## config.mk

```make
export PLATFORM = sky130hd
export DESIGN_NAME = watch_display_scanner
export DESIGN_NICKNAME = d
export VERILOG_FILES = /design/src/rtl/watch_display_scanner_pkg.sv /design/src/rtl/watch_display_scanner_bcd_to_7seg.sv /design/src/rtl/watch_display_scanner.sv
export SDC_FILE = /design/constraint.sdc
export NUM_CORES = 1
export LEC_CHECK = 0
export ABC_AREA = 0
export BUFFER_PORTS_ARGS = -buffer_cell sky130_fd_sc_hd__buf_2
export CORE_ASPECT_RATIO = 0.5
export CORE_UTILIZATION = 29
export DETAILED_ROUTE_END_ITERATION = 6
export MAX_ROUTING_LAYER = met4
export PLACE_DENSITY_LB_ADDON = 0.3
export REMOVE_ABC_BUFFERS = 1
export SLEW_MARGIN = 20
export SYNTH_ARGS = -nofsm -noshare
export SYNTH_HDL_FRONTEND = slang
export SYNTH_SLANG_ARGS = --single-unit
```

## constraint.sdc

```tcl
create_clock -name clk -period 2.5 [get_ports clk]
set_clock_uncertainty 0.1 [all_clocks]
set_input_delay 0.125 -clock clk [delete_from_list [all_inputs] [get_ports clk]]
set_output_delay 0.125 -clock clk [all_outputs]
set_load 0.02 [all_outputs]
```

## src/rtl/watch_display_scanner_pkg.sv

```systemverilog
// Shared constants for the watch display scanner: active-low segment patterns,
// digit slot encoding and the all-off anode pattern.
package watch_display_scanner_pkg;

  // Segment order {g,f,e,d,c,b,a}, active-low
  localparam logic [6:0] SEG_0    = 7'h40;
  localparam logic [6:0] SEG_1    = 7'h79;
  localparam logic [6:0] SEG_2    = 7'h24;
  localparam logic [6:0] SEG_3    = 7'h30;
  localparam logic [6:0] SEG_4    = 7'h19;
  localparam logic [6:0] SEG_5    = 7'h12;
  localparam logic [6:0] SEG_6    = 7'h02;
  localparam logic [6:0] SEG_7    = 7'h78;
  localparam logic [6:0] SEG_8    = 7'h00;
  localparam logic [6:0] SEG_9    = 7'h10;
  localparam logic [6:0] SEG_DASH = 7'h3F;
  localparam logic [6:0] SEG_OFF  = 7'h7F;

  localparam logic [3:0] AN_OFF = 4'b1111;

  // Slot value doubles as the bit index into an, set_mask and the snapshot
  typedef enum logic [1:0] {
    SLOT_MIN0 = 2'd0,
    SLOT_MIN1 = 2'd1,
    SLOT_HR0  = 2'd2,
    SLOT_HR1  = 2'd3
  } slot_e;

endpackage

```

## src/rtl/watch_display_scanner_bcd_to_7seg.sv

```systemverilog
// Combinational BCD to active-low 7-segment decoder; non-BCD codes show a dash.
module bcd_to_7seg
  import watch_display_scanner_pkg::*;
(
  input  logic [3:0] bcd_i,
  output logic [6:0] seg_o
);

  always_comb begin
    seg_o = SEG_DASH;
    case (bcd_i)
      4'd0: seg_o = SEG_0;
      4'd1: seg_o = SEG_1;
      4'd2: seg_o = SEG_2;
      4'd3: seg_o = SEG_3;
      4'd4: seg_o = SEG_4;
      4'd5: seg_o = SEG_5;
      4'd6: seg_o = SEG_6;
      4'd7: seg_o = SEG_7;
      4'd8: seg_o = SEG_8;
      4'd9: seg_o = SEG_9;
      default: seg_o = SEG_DASH;
    endcase
  end

endmodule

```

## src/rtl/watch_display_scanner.sv

```systemverilog
// Multiplexed 4-digit common-anode display driver with frame snapshot,
// leading-zero suppression, colon blink and set-mode digit blink.
module watch_display_scanner
  import watch_display_scanner_pkg::*;
#(
  parameter int SCAN_DIV  = 1000,
  parameter int BLINK_DIV = 125
) (
  input  logic       clk,
  input  logic       reset,
  input  logic [3:0] hr1,
  input  logic [3:0] hr0,
  input  logic [3:0] min1,
  input  logic [3:0] min0,
  input  logic       blank_lz,
  input  logic       set_mode,
  input  logic [3:0] set_mask,
  output logic [3:0] an,
  output logic [6:0] seg,
  output logic       dp
);

  localparam int PW = (SCAN_DIV > 1) ? $clog2(SCAN_DIV) : 1;
  localparam int FW = (BLINK_DIV > 1) ? $clog2(BLINK_DIV) : 1;

  logic [PW-1:0]   prescale_q, prescale_d;
  slot_e           slot_q, slot_d;
  logic [FW-1:0]   frame_q, frame_d;
  logic            phase_q, phase_d;
  logic [3:0][3:0] snap_q, snap_d;
  logic [3:0]      an_q, an_d;
  logic [6:0]      seg_q, seg_d;
  logic            dp_q, dp_d;

  logic       scan_tick;
  logic       frame_wrap;
  logic [3:0] cur_digit;
  logic [6:0] dec_seg;
  logic       lz_blank;
  logic       blink_blank;

  assign scan_tick  = (prescale_q == PW'(SCAN_DIV - 1));
  assign frame_wrap = scan_tick && (slot_q == SLOT_HR1);

  always_comb begin
    prescale_d = scan_tick ? '0 : prescale_q + PW'(1);
    slot_d     = scan_tick ? slot_e'(slot_q + 2'd1) : slot_q;
    frame_d    = frame_q;
    phase_d    = phase_q;
    if (frame_wrap) begin
      if (frame_q == FW'(BLINK_DIV - 1)) begin
        frame_d = '0;
        phase_d = ~phase_q;
      end else begin
        frame_d = frame_q + FW'(1);
      end
    end
  end

  // All four digits are latched on the same edge so a carry mid-frame never tears
  genvar gi;
  generate
    for (gi = 0; gi < 4; gi++) begin : g_snap
      logic [3:0] live_digit;
      if (gi == 0)      begin : g_m0 assign live_digit = min0; end
      else if (gi == 1) begin : g_m1 assign live_digit = min1; end
      else if (gi == 2) begin : g_h0 assign live_digit = hr0;  end
      else              begin : g_h1 assign live_digit = hr1;  end
      assign snap_d[gi] = frame_wrap ? live_digit : snap_q[gi];
    end
  endgenerate

  assign cur_digit = snap_q[slot_q];

  bcd_to_7seg u_dec (
    .bcd_i (cur_digit),
    .seg_o (dec_seg)
  );

  assign lz_blank    = (slot_q == SLOT_HR1) && blank_lz && (snap_q[SLOT_HR1] == 4'd0);
  assign blink_blank = set_mode && phase_q && set_mask[slot_q];

  // The tick cycle loads an all-off pattern, giving one dark cycle between digits
  always_comb begin
    an_d  = AN_OFF;
    seg_d = SEG_OFF;
    dp_d  = 1'b1;
    if (!scan_tick) begin
      an_d  = ~(4'b0001 << slot_q);
      seg_d = (lz_blank || blink_blank) ? SEG_OFF : dec_seg;
      dp_d  = ~((slot_q == SLOT_HR0) && (!phase_q || set_mode));
    end
  end

  always_ff @(posedge clk or posedge reset) begin
    if (reset) begin
      prescale_q <= '0;
      slot_q     <= SLOT_MIN0;
      frame_q    <= '0;
      phase_q    <= 1'b0;
      snap_q     <= '0;
      an_q       <= AN_OFF;
      seg_q      <= SEG_OFF;
      dp_q       <= 1'b1;
    end else begin
      prescale_q <= prescale_d;
      slot_q     <= slot_d;
      frame_q    <= frame_d;
      phase_q    <= phase_d;
      snap_q     <= snap_d;
      an_q       <= an_d;
      seg_q      <= seg_d;
      dp_q       <= dp_d;
    end
  end

  assign an  = an_q;
  assign seg = seg_q;
  assign dp  = dp_q;

endmodule

```

==> results summary <==
The via count normalized by instance count is 4.408. The final count of negative-setup-slack endpoints came out at 0. The root buffer cell chosen for the clock tree is sky130_fd_sc_hd__clkbuf_16.

Counting cells, the worst reg-to-reg path comes to 6. The number of post-CTS setup repair buffers is 0. Across all layers, the routed design uses 1653 vias. The max-cap violation count came out at 0. At the worst endpoint, the arrival time is 2.36 ns. The final RePlAce weighted congestion came out at 0.7994. In the layout the commonest cells are 36 x sky130_fd_sc_hd__dfrtp_1, 35 x sky130_fd_sc_hd__buf_2, 17 x sky130_fd_sc_hd__dlygate4sd3_1, 14 x sky130_fd_sc_hd__o21ai_0.

For this run, the slowest stage of the critical path takes 0.55 ns. In the synthesized netlist the dominant register cell turns out to be sky130_fd_sc_hd__dfrtp_1. After routing, the total negative slack on setup checks comes to 0 ns. The minimum setup slack in the final design came out at 0.2537 ns. The path type of the worst setup path is reg2reg. The type of the worst min-delay path is in2reg.

The largest area contributor in the netlist is sky130_fd_sc_hd__dfrtp_1. After clock tree synthesis, the clock-pin slew on the worst setup and hold paths is 0.06 ns. In this run, distinct cell masters in the synthesized netlist total 41. The number of buffers created by CTS is 5.

The clock power share is 0.416. In this run the worst path has a maximum fanout of 24. Internal power comes to 1.269 mW.

The pin count of the biggest net entering global routing is 27. The mapped netlist covers 0.002425 sq mm. The portion of synthesized cell area occupied by the leading cell type is 0.3715. The combinational share of power is 0.081. The tree built by TritonCTS fans out to 48 sinks. The minimum setup slack among reg-to-reg paths is 0.25 ns.

The share of cells above drive strength 1 is 0.3308. On the critical path, the stage with the largest delay is an instance of sky130_fd_sc_hd__or4b_1. Fill cells in the final layout number 803. For this design the ratio of total power to cell area is 532.6 mW/mm^2. The global-route usage over all layers is 0.1206. The TritonCTS clock tree is done.

The endpoint identified for the worst register-to-register timing path is frame_q[5]$_DFFE_PP0P_. The effective utilization at floorplan came out at 0.3009. The count of buffers added on input and output ports is 35. The actual transition at the worst max-transition pin came out at 0.5259 ns.

The share of synthesized area occupied by flip-flops and latches is 0.5015. The placement-stage cell area is 0.002728 sq mm. A synthesized cell averages 11.89 sq um. The run finished with clean final reports. The die height is 66.66 microns. In the synthesized netlist, the number of instances is 204. Summed over all nets, the switching power comes to 353.3 uW. The first element of the critical path is prescale_q[0]$_DFF_PP0_. OpenSTA, run right after detailed placement, puts the worst setup slack at 0.2589 ns. The post-cts repair resize count is 0. The detailed placement HPWL came out at 3298 microns.

The path with the worst hold slack has its endpoint at dp$_DFF_PP1_. The share of flip-flops with an asynchronous set or reset is 1.000. The area added between synthesis and finish came out at 25.64%. The top-level port count came out at 36. The worst slew margin relative to its limit is 0.6462. The worst-case IR drop observed on VDD is 247.7 uV.

The launch instance of the worst register-to-register path is prescale_q[0]$_DFF_PP0_. The number of global-route vias before repair is 1777. In this run, synthesis produced a sequential element count of 48. The first-pass iteration count of the detailed router is 4.

The number of nets at the end of the flow came out at 299. The fraction of power consumed by sequential logic came out at 0.504. The clock passes through at most 2 buffers. The count of cells in the finished layout, fillers not included, comes to 375. The overall die width is 131.3 microns. The latest clock arrival within the worst-skew pair came out at 0.28 ns.

The number of warnings issued by yosys came out at 0. At the end of the flow the core is filled with cells to 0.3781. The area of all placed cells without fillers is 0.003047 sq mm.

The sum of overflow across all layers after global routing came out at 0. The worst hold path was traced through 3 stages. The average wire length per cell after detail routing came out at 12.33 microns. The area of the core region came out at 0.008058 sq mm.

The number of DRC markers after the initial detailed-route iteration is 41. The startpoint identified for the worst hold timing path is set_mode. The count of antenna diodes in the layout is 0. In this run the static leakage power is 1.385 nW. The worst setup path is captured at a flop. The wire length of the first global-routing pass is 8066 microns.

Yosys mapped a number of flops with a built-in enable equal to 0. The standard-cell row count came out at 23. Overall power consumption after layout is estimated at 1.623 mW. Hold timing on the final database bottoms out at a slack of 0.01810 ns. The count of H-tree levels built during CTS came out at 2.

The detail route stage leaves a number of antenna-violating nets equal to 0. Setup repair after global routing left no endpoint under its margin. Static timing analysis puts the maximum clock frequency at 445.2 MHz.

The area enclosed by the die boundary is 0.008753 sq mm. The routed wire length came out at 4622 microns. The final count of hold timing violations is 0. The remaining design rule violation count came out at 0. In the finished design, the share of the clock period the worst path needs comes to 0.8985.

After synthesis, the cell types taking the most area are sky130_fd_sc_hd__dfrtp_1 37%, sky130_fd_sc_hd__dfstp_2 13%, sky130_fd_sc_hd__mux2_4 7.4%, sky130_fd_sc_hd__ha_1 6.7%, sky130_fd_sc_hd__mux4_2 4.6%. The worst path in the final design needs a cycle of 2.246 ns, including I/O delays and setup. Of the total power, the share spent switching nets is 0.2177.

The signal on the critical path passes through ha_1 > nand4b_1 > or4b_1 > buf_4 > or3_1 > o21ai_1. The library cell used most frequently in the layout, excluding fill and tap cells, is sky130_fd_sc_hd__dfrtp_1. The number of slew-limit violations in the final report is 0. The required arrival time at the worst endpoint came out at 2.61 ns. Once placement completed, the tool counted placed cells totaling 350. The type of element launching the critical path is a flop. The initial antenna violation count is 0.
metal layers:
layer	up-vias	global-route usage	share of wire
met1	797	0.1403	0.47
met5	-	-	0
met2	23	0.2121	0.50
li1	828	-	-
met3	5	0.02511	0.028
met4	0	0.04215	0.011
layout make-up:
type / instances / area, sq um / share of cell area
clock buffers: 6 / 138.9 / 0.04559
well taps: 112 / 140.1 / 0.04600
repair buffers: 59 / 397.9 / 0.1306
multi-input cells: 134 / 1091 / 0.3581
clock inverters: 2 / 10.01 / 0.003285
inverters: 14 / 52.55 / 0.01725
flip-flops and latches: 48 / 1216 / 0.3992
flip-flops by register name, summed over array words and instances, names as in the netlist:
signal,flops
an,4
phase_q,1
frame_q,7
slot_q,2
snap_q,16
prescale_q,10
dp,1
seg,7
worst max-delay path: cells and delay by family (launching register included):
family	cells	cell delay (ns)
and+or+nand+nor	3	1.09
adders and majority gates	1	0.26
AOI/OAI and AO/OA	1	0.08
DFF	1	0.39
buffers and inverters	1	0.26
worst max path at each step:
stage / slack [ns] / end / depth (start not counted)
after floorplan: 0.08 / frame_q[4]$_DFFE_PP0P_ / 4
after global placement: 0.34 / frame_q[5]$_DFFE_PP0P_ / 6
after detailed placement: 0.26 / frame_q[4]$_DFFE_PP0P_ / 6
after CTS: 0.25 / frame_q[5]$_DFFE_PP0P_ / 6
after global routing: 0.12 / frame_q[4]$_DFFE_PP0P_ / 6
final: 0.25 / frame_q[5]$_DFFE_PP0P_ / 6
power by group through the flow:
stage / combinational (mW) / sequential (mW) / clock (mW)
after floorplan: 0.0585 / 0.841 / 0
after global placement: 0.111 / 0.831 / 0
after detailed placement: 0.113 / 0.831 / 0
after CTS: 0.133 / 0.817 / 0.702
after global routing: 0.147 / 0.820 / 0.726
final: 0.131 / 0.817 / 0.675
synth_stat cells, drive strengths merged, types with 2 or more instances:
cell and n:
a22o 2, nor3 5, nand3 10, xnor2 4
inv 14, dfstp 12, nor2b 6, a21oi 7
mux4 5, xor2 2, clkbuf 2, dfrtp 36
o21ai 16, mux2 17, or3 4, buf 6
and2 2, nor2 10, nand2 12, ha 13
and3 4
what timing repair did:
action                                  in CTS  in global routing
hold buffers                                17                  0
endpoints found under the setup margin       0                  0
endpoints found under the hold margin       29                  0
kinds of logic after synthesis:
| logic type | after synthesis | share of synthesized area |
|---|---|---|
| XOR/XNOR | 6 | 0.02167 |
| multiplexers | 22 | 0.1440 |
| buffers and inverters | 22 | 0.04850 |
| flip-flops | 48 | 0.5015 |
| AND/OR/NAND/NOR | 61 | 0.1331 |
| adder cells (fa/ha/maj) | 13 | 0.06708 |
| AO/OA/AOI/OAI | 32 | 0.08412 |
Note: power is estimated with default switching activity, not from simulation.
